==> src/rtl/inst_queue.sv <==
`default_nettype none
// ============================================================================
//  Module      : inst_queue
//  Description : Issue-side instruction queue. Accepts raw SPARC V8 words
//                from fetch, decodes format-3 arithmetic words into
//                operator / register / immediate fields and buffers them in
//                a DEPTH-entry FIFO whose head feeds the issue stage.
//  Revision    : 1.0 - initial release
// ============================================================================
module inst_queue #(
    parameter int DEPTH = 8,
    parameter int PTR_W = 3
) (
    input  logic             clk,
    input  logic             reset,
    input  logic             in_inst_valid,
    input  logic [31:0]      in_inst,
    output logic             out_inst_ready,
    input  logic             in_flush,
    input  logic             in_fetch_next,
    output logic             out_valid,
    output logic [5:0]       out_operator_type,
    output logic [4:0]       out_reg_1,
    output logic [4:0]       out_reg_2,
    output logic [4:0]       out_reg_3,
    output logic             out_imm_valid,
    output logic [31:0]      out_imm_val,
    output logic             out_drop,
    output logic [PTR_W:0]   out_count
);

    // Count value meaning "every slot occupied".
    localparam logic [PTR_W:0]   c_FULL     = (PTR_W + 1)'(DEPTH);
    localparam logic [PTR_W:0]   c_CNT_ZERO = '0;
    localparam logic [PTR_W:0]   c_CNT_ONE  = (PTR_W + 1)'(1);
    localparam logic [PTR_W-1:0] c_PTR_ONE  = PTR_W'(1);
    // Top two bits of a format-3 arithmetic instruction.
    localparam logic [1:0]       c_OP_ARITH = 2'b10;

    // ------------------------------------------------------------------
    // Queue state
    // ------------------------------------------------------------------
    logic [PTR_W-1:0] r_rd_ptr;
    logic [PTR_W-1:0] r_wr_ptr;
    logic [PTR_W:0]   r_count;
    logic             r_drop;

    // Per-field storage; one slot per queue entry.
    logic [5:0]       r_op_mem   [DEPTH];
    logic [4:0]       r_rs1_mem  [DEPTH];
    logic [4:0]       r_rs2_mem  [DEPTH];
    logic [4:0]       r_rd_mem   [DEPTH];
    logic             r_immv_mem [DEPTH];
    logic [31:0]      r_imm_mem  [DEPTH];

    // ------------------------------------------------------------------
    // Handshake and control
    // ------------------------------------------------------------------
    logic w_empty;
    logic w_ready;
    logic w_push;
    logic w_is_arith;
    logic w_store;
    logic w_pop;

    // Ready ignores the pop request on purpose: a full queue never takes a
    // new word, even when the head is leaving in the same cycle.
    assign w_empty    = (r_count == c_CNT_ZERO);
    assign w_ready    = (r_count != c_FULL) && !in_flush;
    assign w_push     = in_inst_valid && w_ready;
    assign w_is_arith = (in_inst[31:30] == c_OP_ARITH);
    assign w_store    = w_push && w_is_arith && !reset;
    assign w_pop      = in_fetch_next && !w_empty && !in_flush;

    assign out_inst_ready = w_ready;
    assign out_count      = r_count;
    assign out_drop       = r_drop;

    // ------------------------------------------------------------------
    // Format-3 field decode of the incoming word
    // ------------------------------------------------------------------
    logic [5:0]  w_dec_op3;
    logic [4:0]  w_dec_rs1;
    logic [4:0]  w_dec_rs2;
    logic [4:0]  w_dec_rd;
    logic        w_dec_i;
    logic [31:0] w_dec_imm;

    // Split the word into fields; register and immediate forms are exclusive.
    always_comb begin
        w_dec_op3 = in_inst[24:19];
        w_dec_rd  = in_inst[29:25];
        w_dec_rs1 = in_inst[18:14];
        w_dec_i   = in_inst[13];
        w_dec_rs2 = 5'd0;
        w_dec_imm = 32'd0;
        if (w_dec_i) begin
            w_dec_imm = {{19{in_inst[12]}}, in_inst[12:0]};
        end else begin
            w_dec_rs2 = in_inst[4:0];
        end
    end

    // ------------------------------------------------------------------
    // Sequential logic
    // ------------------------------------------------------------------

    // Pointer and occupancy tracking; flush discards everything in flight.
    always_ff @(posedge clk) begin
        if (reset) begin
            r_rd_ptr <= '0;
            r_wr_ptr <= '0;
            r_count  <= '0;
        end else if (in_flush) begin
            r_rd_ptr <= '0;
            r_wr_ptr <= '0;
            r_count  <= '0;
        end else begin
            if (w_store) begin
                r_wr_ptr <= r_wr_ptr + c_PTR_ONE;
            end
            if (w_pop) begin
                r_rd_ptr <= r_rd_ptr + c_PTR_ONE;
            end
            if (w_store && !w_pop) begin
                r_count <= r_count + c_CNT_ONE;
            end else if (!w_store && w_pop) begin
                r_count <= r_count - c_CNT_ONE;
            end
        end
    end

    // Entry storage; contents need no reset because empty slots are masked.
    always_ff @(posedge clk) begin
        if (w_store) begin
            r_op_mem[r_wr_ptr]   <= w_dec_op3;
            r_rs1_mem[r_wr_ptr]  <= w_dec_rs1;
            r_rs2_mem[r_wr_ptr]  <= w_dec_rs2;
            r_rd_mem[r_wr_ptr]   <= w_dec_rd;
            r_immv_mem[r_wr_ptr] <= w_dec_i;
            r_imm_mem[r_wr_ptr]  <= w_dec_imm;
        end
    end

    // One-cycle pulse for every accepted word that is not arithmetic.
    always_ff @(posedge clk) begin
        if (reset || in_flush) begin
            r_drop <= 1'b0;
        end else begin
            r_drop <= w_push && !w_is_arith;
        end
    end

    // ------------------------------------------------------------------
    // Head presentation
    // ------------------------------------------------------------------

    // Head entry straight from storage, zeroed while the queue is empty.
    always_comb begin
        out_valid         = 1'b0;
        out_operator_type = 6'd0;
        out_reg_1         = 5'd0;
        out_reg_2         = 5'd0;
        out_reg_3         = 5'd0;
        out_imm_valid     = 1'b0;
        out_imm_val       = 32'd0;
        if (!w_empty) begin
            out_valid         = 1'b1;
            out_operator_type = r_op_mem[r_rd_ptr];
            out_reg_1         = r_rs1_mem[r_rd_ptr];
            out_reg_2         = r_rs2_mem[r_rd_ptr];
            out_reg_3         = r_rd_mem[r_rd_ptr];
            out_imm_valid     = r_immv_mem[r_rd_ptr];
            out_imm_val       = r_imm_mem[r_rd_ptr];
        end
    end

endmodule
`default_nettype wire
==> config.mk <==
export PLATFORM = sky130hd
export DESIGN_NAME = inst_queue
export DESIGN_NICKNAME = d
export VERILOG_FILES = /design/src/rtl/inst_queue.sv
export SDC_FILE = /design/constraint.sdc
export NUM_CORES = 1
export LEC_CHECK = 0
export ABC_AREA = 0
export CORE_ASPECT_RATIO = 1.1
export CORE_MARGIN = 1.5
export CORE_UTILIZATION = 30
export CTS_CLUSTER_SIZE = 28
export DETAILED_ROUTE_END_ITERATION = 8
export HOLD_SLACK_MARGIN = 0.08
export PLACE_DENSITY = 0.52
export RECOVER_POWER = 25
export SLEW_MARGIN = 15
export SYNTH_ARGS = -nofsm -noshare
export SYNTH_HDL_FRONTEND = slang
export SYNTH_SLANG_ARGS = --single-unit
==> constraint.sdc <==
create_clock -name clk -period 5 [get_ports clk]
set_input_delay 1 -clock clk [delete_from_list [all_inputs] [get_ports clk]]
set_output_delay 1 -clock clk [all_outputs]
set_load 0.03 [all_outputs]
==> impl_table.tex, run 1 <==
\begin{tabular}{lr}
\hline
Metric & Value \\
\hline
\multicolumn{2}{l}{\textbf{Place}} \\
Placed cells & 1130 \\
Placed wire-length estimate & 13600 um \\
Count of buffers inserted at the top-level ports & 97 \\
Final RePlAce weighted congestion & 0.668 \\
Area post-placement & 13100 um2 \\
Worst setup slack after placement & 1.20 ns \\
\multicolumn{2}{l}{\textbf{Synthesis}} \\
Most used flip-flop cell after synthesis & edfxtp\_1 \\
Avg Synthesized Cell Area & 20.6 um2 \\
Netlist area before placement & 11600 um2 \\
Number of cells produced by synthesis & 564 \\
Top cells by area in the synthesized netlist & edfxtp\_1 72\%, mux4\_2 14\%, mux2i\_1 3.2\% \\
Top-area cell type share of the netlist area & 0.723 \\
Sequential cell area fraction in the yosys report & 0.747 \\
Number of distinct standard cells referenced by the synthesized netlist & 37 \\
Number of synthesized flops with an enable pin & 280 \\
Synth Warn \# & 0 \\
Largest area contributor in the synthesized netlist & edfxtp\_1 \\
Post-synth net total & 607 \\
Yosys reg bits & 294 \\
Fraction of registers with async set/reset & 0 \\
\multicolumn{2}{l}{\textbf{Critical path}} \\
Largest stage delay on the critical path & 0.84 ns \\
Number of buffer and inverter instances along the worst setup path & 1 \\
Cell-by-cell trace of the critical path & mux4\_2 > mux2i\_1 > nor2\_1 > clkdlybuf4s50\_1 \\
Terminus of the critical flop-to-flop path & out\_count[3] \\
Worst-case reg-to-reg path depth & 12 \\
Total stage count of the critical path & 4 \\
Max FO, Critical Path & 41 \\
Crit. End Element & primary output \\
Category of the critical setup timing path & flip-flop to primary output \\
Category of the worst setup path launch point & flip-flop \\
Critical path's top delay family & buffers and inverters \\
Worst R2R Start & out\_count[0] \\
Arrival time at the worst endpoint & 3.23 ns \\
Slack of the worst reg-to-reg path & 1.94 ns \\
Worst path required time & 4.00 ns \\
Critical Path Slowest Stage Cell & clkdlybuf4s50\_1 \\
\multicolumn{2}{l}{\textbf{Global routing}} \\
GR Overflow Total & 0 \\
Pin count of the biggest net entering global routing & 42 \\
Global Route met2 Usage & 0.220 \\
GRT Util Overall & 0.124 \\
Met3 track utilization from global routing & 0.0254 \\
Number of antenna violations at the first check in global routing & 0 \\
Vias in the first global route & 6147 \\
Busiest metal layer after global routing & met2 \\
Global-route wire length before repair & 36900 um \\
Global-route met1 utilization & 0.156 \\
\multicolumn{2}{l}{\textbf{Clocking}} \\
Number of hold buffers added after cts & 0 \\
Maximum number of buffers from clock root to sink & 3 \\
TritonCTS Buffers & 30 \\
Worst-path clk slew & 0.06 ns \\
TritonCTS clock tree & built \\
Number of sinks handled by clock tree synthesis & 294 \\
\# resized after CTS & 0 \\
Number of post-CTS setup repair buffers & 0 \\
Insertion delay to the later sink of the worst-skew pair & 0.54 ns \\
Root Driver & clkbuf\_16 \\
Deepest level of the CTS H-tree & 1 \\
\multicolumn{2}{l}{\textbf{Floorplan}} \\
Die extent in y & 209 um \\
Area of the core region & 38200 um2 \\
Starting Density & 0.304 \\
I/O pin count & 98 \\
Width of the die & 191 um \\
Core Rows & 75 \\
Die area & 39900 um2 \\
\multicolumn{2}{l}{\textbf{Power}} \\
Pwr Density & 361 nW/um2 \\
Total Power Consumption & 0.00509 W \\
Clock Power Share & 0.435 \\
Part of the total power dissipated in combinational logic & 0.034 \\
Power dissipated by switching net loads & 0.000985 W \\
Worst VDD drop & 0.268 mV \\
Part of the total power dissipated in sequential elements & 0.531 \\
Static leakage & 4.24 nW \\
Cell Int Power & 0.00410 W \\
Switching share of power & 0.194 \\
\multicolumn{2}{l}{\textbf{Final layout}} \\
Synthesis-to-layout area growth & 21.1\% \\
Net count of the finished layout & 705 \\
Fraction of layout cells with a size suffix above 1 & 0.221 \\
Filler cell count & 3468 \\
Inserted Diodes & 0 \\
Total area of multi-input combinational cells & 2670 um2 \\
Combined flip-flop and latch cell area & 8700 um2 \\
Top library cells by usage in the layout, fill and taps aside & 280 x edfxtp\_1, 80 x clkdlybuf4s50\_1, 70 x mux4\_2 \\
Cell Count, Final, Fillers Out & 1184 \\
Final instance area & 14100 um2 \\
Commonest non-fill, non-tap cell in the layout & edfxtp\_1 \\
\multicolumn{2}{l}{\textbf{STA}} \\
Achievable frequency & 237 MHz \\
Setup-failing EPs final & 0 \\
Time the final worst path needs with I/O delays and setup & 4.23 ns \\
Worst Slack Setup Final & 0.773 ns \\
Final Hold Violating Endpoints & 0 \\
RSZ-0062 raised after global routing & no \\
Share of the cycle needed by the critical path after routing & 0.845 \\
Measured slew at the worst slew-check pin & 1.44 ns \\
Number of pins with negative max-slew slack in the final report & 0 \\
Max transition margin & 0.0398 \\
Total negative slack for setup checks & 0 ns \\
Worst Skew & 0.00960 ns \\
\multicolumn{2}{l}{\textbf{Route}} \\
Via Count & 5465 \\
Violation count after the first detailed-route iteration & 420 \\
DR vias/cell & 4.62 \\
ANT nets after route & 0 \\
Remaining design rule violation count & 0 \\
Detailed-route wire length per cell & 20.7 um \\
Final routed wirelength across all metal layers & 24500 um \\
DRT Pass-1 Iters & 6 \\
\multicolumn{2}{l}{\textbf{Hold path}} \\
Worst hold path type & flip-flop to flip-flop \\
Cells on Worst Hold Path & 2 \\
Hold path start & r\_rd\_ptr[1] \\
\multicolumn{2}{l}{\textbf{Status}} \\
Outcome & completed \\
\multicolumn{2}{l}{\textbf{Run}} \\
Max capacitance violation total & 0 \\
\hline
\end{tabular}
per-stage QoR:
step                       util  hold WS [ns]
after detailed placement  0.343         0.474
after CTS                 0.369         0.483
after floorplan               -         0.454
final                     0.369         0.481
after global routing      0.369         0.512
after global placement    0.343         0.460
power by group through the flow:
stage / registers (W) / logic [W] / clock network (W)
2_1_floorplan: 0.00275 / 0.0000909 / 0
3_3_place_gp: 0.00275 / 0.000174 / 0
3_5_place_dp: 0.00275 / 0.000181 / 0
4_1_cts: 0.00270 / 0.000181 / 0.00226
5_1_grt: 0.00270 / 0.000189 / 0.00237
6_report: 0.00270 / 0.000174 / 0.00221
layer usage:
metal  vias up  wire length (um)
li1       2444                 -
met1      2874             10400
met2       116             12600
met3        31              1100
met4         0               374
met5         -                 0
how the worst max path moves through the flow:
stage	startpoint	slack, ns	to
finish	flip-flop	0.77	out_imm_val[21]
global route	flip-flop	0.42	out_imm_val[19]
CTS	flip-flop	0.62	out_imm_val[12]
detailed placement	flip-flop	1.20	out_imm_val[12]
global placement	flip-flop	1.26	out_reg_2[4]
floorplan	in_inst[30]	0.65	r_imm_mem[0][0]
kinds of logic (layout without fill, tap and decap cells):
kind of cell | after synthesis | after routing | share of synthesized area
DFF | 294 | 294 | 0.747
muxes | 107 | 107 | 0.167
and+or+nand+nor | 95 | 95 | 0.0421
buffers and inverters | 49 | 169 | 0.0277
AOI/OAI and AO/OA | 7 | 7 | 0.00387
adders and majority gates | 6 | 6 | 0.00710
xor gates and xnor gates | 6 | 6 | 0.00452
final cells by class:
class                           instances  area share
Multi-Input combinational cell        221       0.189
Timing Repair Buffer                  111      0.0770
Tap cell                              500      0.0444
Clock inverter                         18      0.0142
Clock buffer                           36      0.0564
Sequential cell                       294       0.618
Inverter                                4     0.00107
sequential cells by signal (all words and copies together), names as in the netlist, named ones only:
register	flops
r_op_mem	48
out_drop	1
r_rs2_mem	40
r_wr_ptr	3
r_rs1_mem	40
out_count	4
r_imm_mem	104
r_rd_ptr	3
r_immv_mem	8
r_rd_mem	40
worst reg2reg max path, cell delays in order, from the launching register on:
cell      delay [ns]
dfxtp_1         0.40
nor4_4          0.35
buf_4           0.48
inv_2           0.12
nand2_2         0.14
or2_1           0.11
ha_1            0.16
inv_1           0.09
ha_1            0.34
nand3_1         0.14
a211o_1         0.32
a211oi_1        0.23
a31o_2          0.13
synth_stat cells (2+ instances only):
cell type    n
a21oi_1      4
buf_4       19
nor2b_1      7
and2_1      13
xor2_1       4
mux4_2      70
buf_6        7
buf_2       11
nor2_1      52
dfxtp_1     14
clkbuf_1     7
mux2i_1     37
nand2_1      2
xnor2_1      2
inv_1        3
edfxtp_1   280
nand3_1      5
ha_1         5
nor3_1       4
Note: power is estimated with default switching activity, not from simulation.
==> run 2, diff against run 1 <==
--- a/config.mk
+++ b/config.mk
@@ -12,7 +12,7 @@
 export CTS_CLUSTER_SIZE = 28
 export DETAILED_ROUTE_END_ITERATION = 8
 export HOLD_SLACK_MARGIN = 0.08
-export PLACE_DENSITY = 0.52
+export PLACE_DENSITY = 0.53
 export RECOVER_POWER = 25
 export SLEW_MARGIN = 15
 export SYNTH_ARGS = -nofsm -noshare
==> constraint.sdc (replaced) <==
create_clock -name clk -period 3.7 [get_ports clk]
set_input_delay 0.74 -clock clk [delete_from_list [all_inputs] [get_ports clk]]
set_output_delay 0.74 -clock clk [all_outputs]
set_load 0.03 [all_outputs]
==> impl_table.tex, run 2 (synthesized netlist as in run 1, its figures left out) <==
\begin{tabular}{lr}
\hline
Metric & Value \\
\hline
\multicolumn{2}{l}{\textbf{Clocking}} \\
TritonCTS clock tree & built \\
TritonCTS Buffers & 30 \\
Root Driver & clkbuf\_16 \\
Maximum number of buffers from clock root to sink & 3 \\
Insertion delay to the later sink of the worst-skew pair & 0.54 ns \\
Number of sinks handled by clock tree synthesis & 294 \\
Number of hold buffers added after cts & 0 \\
Worst-path clk slew & 0.06 ns \\
Deepest level of the CTS H-tree & 1 \\
\multicolumn{2}{l}{\textbf{Status}} \\
Outcome & completed \\
\multicolumn{2}{l}{\textbf{Floorplan}} \\
Die area & 39900 um2 \\
Core Rows & 75 \\
Width of the die & 191 um \\
Die extent in y & 209 um \\
Area of the core region & 38200 um2 \\
I/O pin count & 98 \\
Starting Density & 0.304 \\
\multicolumn{2}{l}{\textbf{Route}} \\
Final routed wirelength across all metal layers & 24400 um \\
Via Count & 5467 \\
DRT Pass-1 Iters & 6 \\
ANT nets after route & 0 \\
Violation count after the first detailed-route iteration & 519 \\
Detailed-route wire length per cell & 20.5 um \\
Remaining design rule violation count & 0 \\
DR vias/cell & 4.59 \\
\multicolumn{2}{l}{\textbf{Power}} \\
Part of the total power dissipated in sequential elements & 0.530 \\
Power dissipated by switching net loads & 0.00134 W \\
Switching share of power & 0.195 \\
Cell Int Power & 0.00553 W \\
Total Power Consumption & 0.00688 W \\
Static leakage & 4.35 nW \\
Worst VDD drop & 0.365 mV \\
Part of the total power dissipated in combinational logic & 0.035 \\
Pwr Density & 484 nW/um2 \\
Clock Power Share & 0.435 \\
\multicolumn{2}{l}{\textbf{Run}} \\
Max capacitance violation total & 0 \\
\multicolumn{2}{l}{\textbf{STA}} \\
Share of the cycle needed by the critical path after routing & 0.938 \\
Total negative slack for setup checks & 0 ns \\
Worst hold slack & 0.510 ns \\
Worst Slack Setup Final & 0.229 ns \\
Final Hold Violating Endpoints & 0 \\
Number of pins with negative max-slew slack in the final report & 0 \\
Setup-failing EPs final & 0 \\
Max transition margin & 0.0162 \\
Worst Skew & 0.00802 ns \\
Measured slew at the worst slew-check pin & 1.48 ns \\
Achievable frequency & 288 MHz \\
RSZ-0062 raised after global routing & no \\
Time the final worst path needs with I/O delays and setup & 3.47 ns \\
\multicolumn{2}{l}{\textbf{Final layout}} \\
Filler cell count & 3460 \\
Inserted Diodes & 0 \\
Largest registers & r\_imm\_mem: 104 flops, r\_op\_mem: 48 flops \\
Net count of the finished layout & 711 \\
Largest reg by FF count & r\_imm\_mem \\
Synthesis-to-layout area growth & 22.3\% \\
Commonest non-fill, non-tap cell in the layout & edfxtp\_1 \\
Layout Utilization & 0.372 \\
Max FFs per register & 104 \\
Fraction of layout cells with a size suffix above 1 & 0.255 \\
Top library cells by usage in the layout, fill and taps aside & 280 x edfxtp\_1, 70 x mux4\_2, 60 x clkdlybuf4s50\_1 \\
\multicolumn{2}{l}{\textbf{Place}} \\
Count of buffers inserted at the top-level ports & 97 \\
Placed wire-length estimate & 13400 um \\
Worst setup slack after placement & 0.396 ns \\
Final RePlAce weighted congestion & 0.674 \\
\multicolumn{2}{l}{\textbf{Global routing}} \\
Pin count of the biggest net entering global routing & 37 \\
GR Overflow Total & 0 \\
Vias in the first global route & 5991 \\
Number of antenna violations at the first check in global routing & 0 \\
GRT Util Overall & 0.123 \\
Global-route wire length before repair & 36500 um \\
\multicolumn{2}{l}{\textbf{Critical path}} \\
Worst R2R Start & out\_count[0] \\
Crit. End Element & primary output \\
Category of the critical setup timing path & flip-flop to primary output \\
Max FO, Critical Path & 31 \\
Worst path required time & 2.96 ns \\
Category of the worst setup path launch point & flip-flop \\
Arrival time at the worst endpoint & 2.73 ns \\
\multicolumn{2}{l}{\textbf{Hold path}} \\
Worst hold path type & flip-flop to flip-flop \\
Hold path start & r\_rd\_ptr[1] \\
\hline
\end{tabular}
-- run 2: area by class of cell --
| type | instances | area [um2] | area share |
|---|---|---|---|
| clock buffers | 33 | 783 | 0.0551 |
| clock inverters | 22 | 209 | 0.0147 |
| inverters | 4 | 15.0 | 0.00106 |
| multi-input cells | 221 | 2670 | 0.188 |
| flip-flops and latches | 294 | 8700 | 0.612 |
| well taps | 500 | 626 | 0.0440 |
| repair buffers | 117 | 1220 | 0.0856 |
-- run 2: repair_timing --
| item | in CTS | in global routing |
|---|---|---|
| endpoints found under the setup margin | 27 | 20 |
| buffers inserted | 2 | 0 |
| gates resized for setup | 0 | 1 |
-- run 2: path summary, 6_finish.rpt --
kind | to | slack [ns] | depth (start not counted)
setup / recovery | out_imm_val[4] | 0.23 | 5
hold reg to reg | flip-flop | 0.51 | 2
hold / removal | flip-flop | 0.51 | 2
setup reg to reg | out_count[3] | 0.80 | 12
-- run 2: routing by layer --
layer,GRT usage,part of all wire
met5,0,0
met4,0.0253,0.014
met3,0.0212,0.047
met2,0.212,0.51
met1,0.162,0.43
-- run 2: power by group through the flow --
stage                     Sequential [W]  Combinational [W]  Clock, W
final                            0.00365           0.000238   0.00299
after global routing             0.00365           0.000257   0.00318
after CTS                        0.00365           0.000247   0.00306
after detailed placement         0.00372           0.000244         0
after global placement           0.00372           0.000235         0
after floorplan                  0.00372           0.000123         0
-- run 2: metrics by stage --
stage | cells | area [um2]
finish | 1191 | 14200
global route | 1191 | 14200
CTS | 1191 | 14200
detailed placement | 1134 | 13200
global placement | 1134 | 13200
floorplan | 564 | 11600
-- run 2: critical path, cell delays in order (launching register included) --
cell	delay, ns
dfxtp_4	0.67
buf_12	0.26
mux4_2	0.32
mux2i_1	0.25
nor2_1	0.07
clkdlybuf4s50_1	0.61
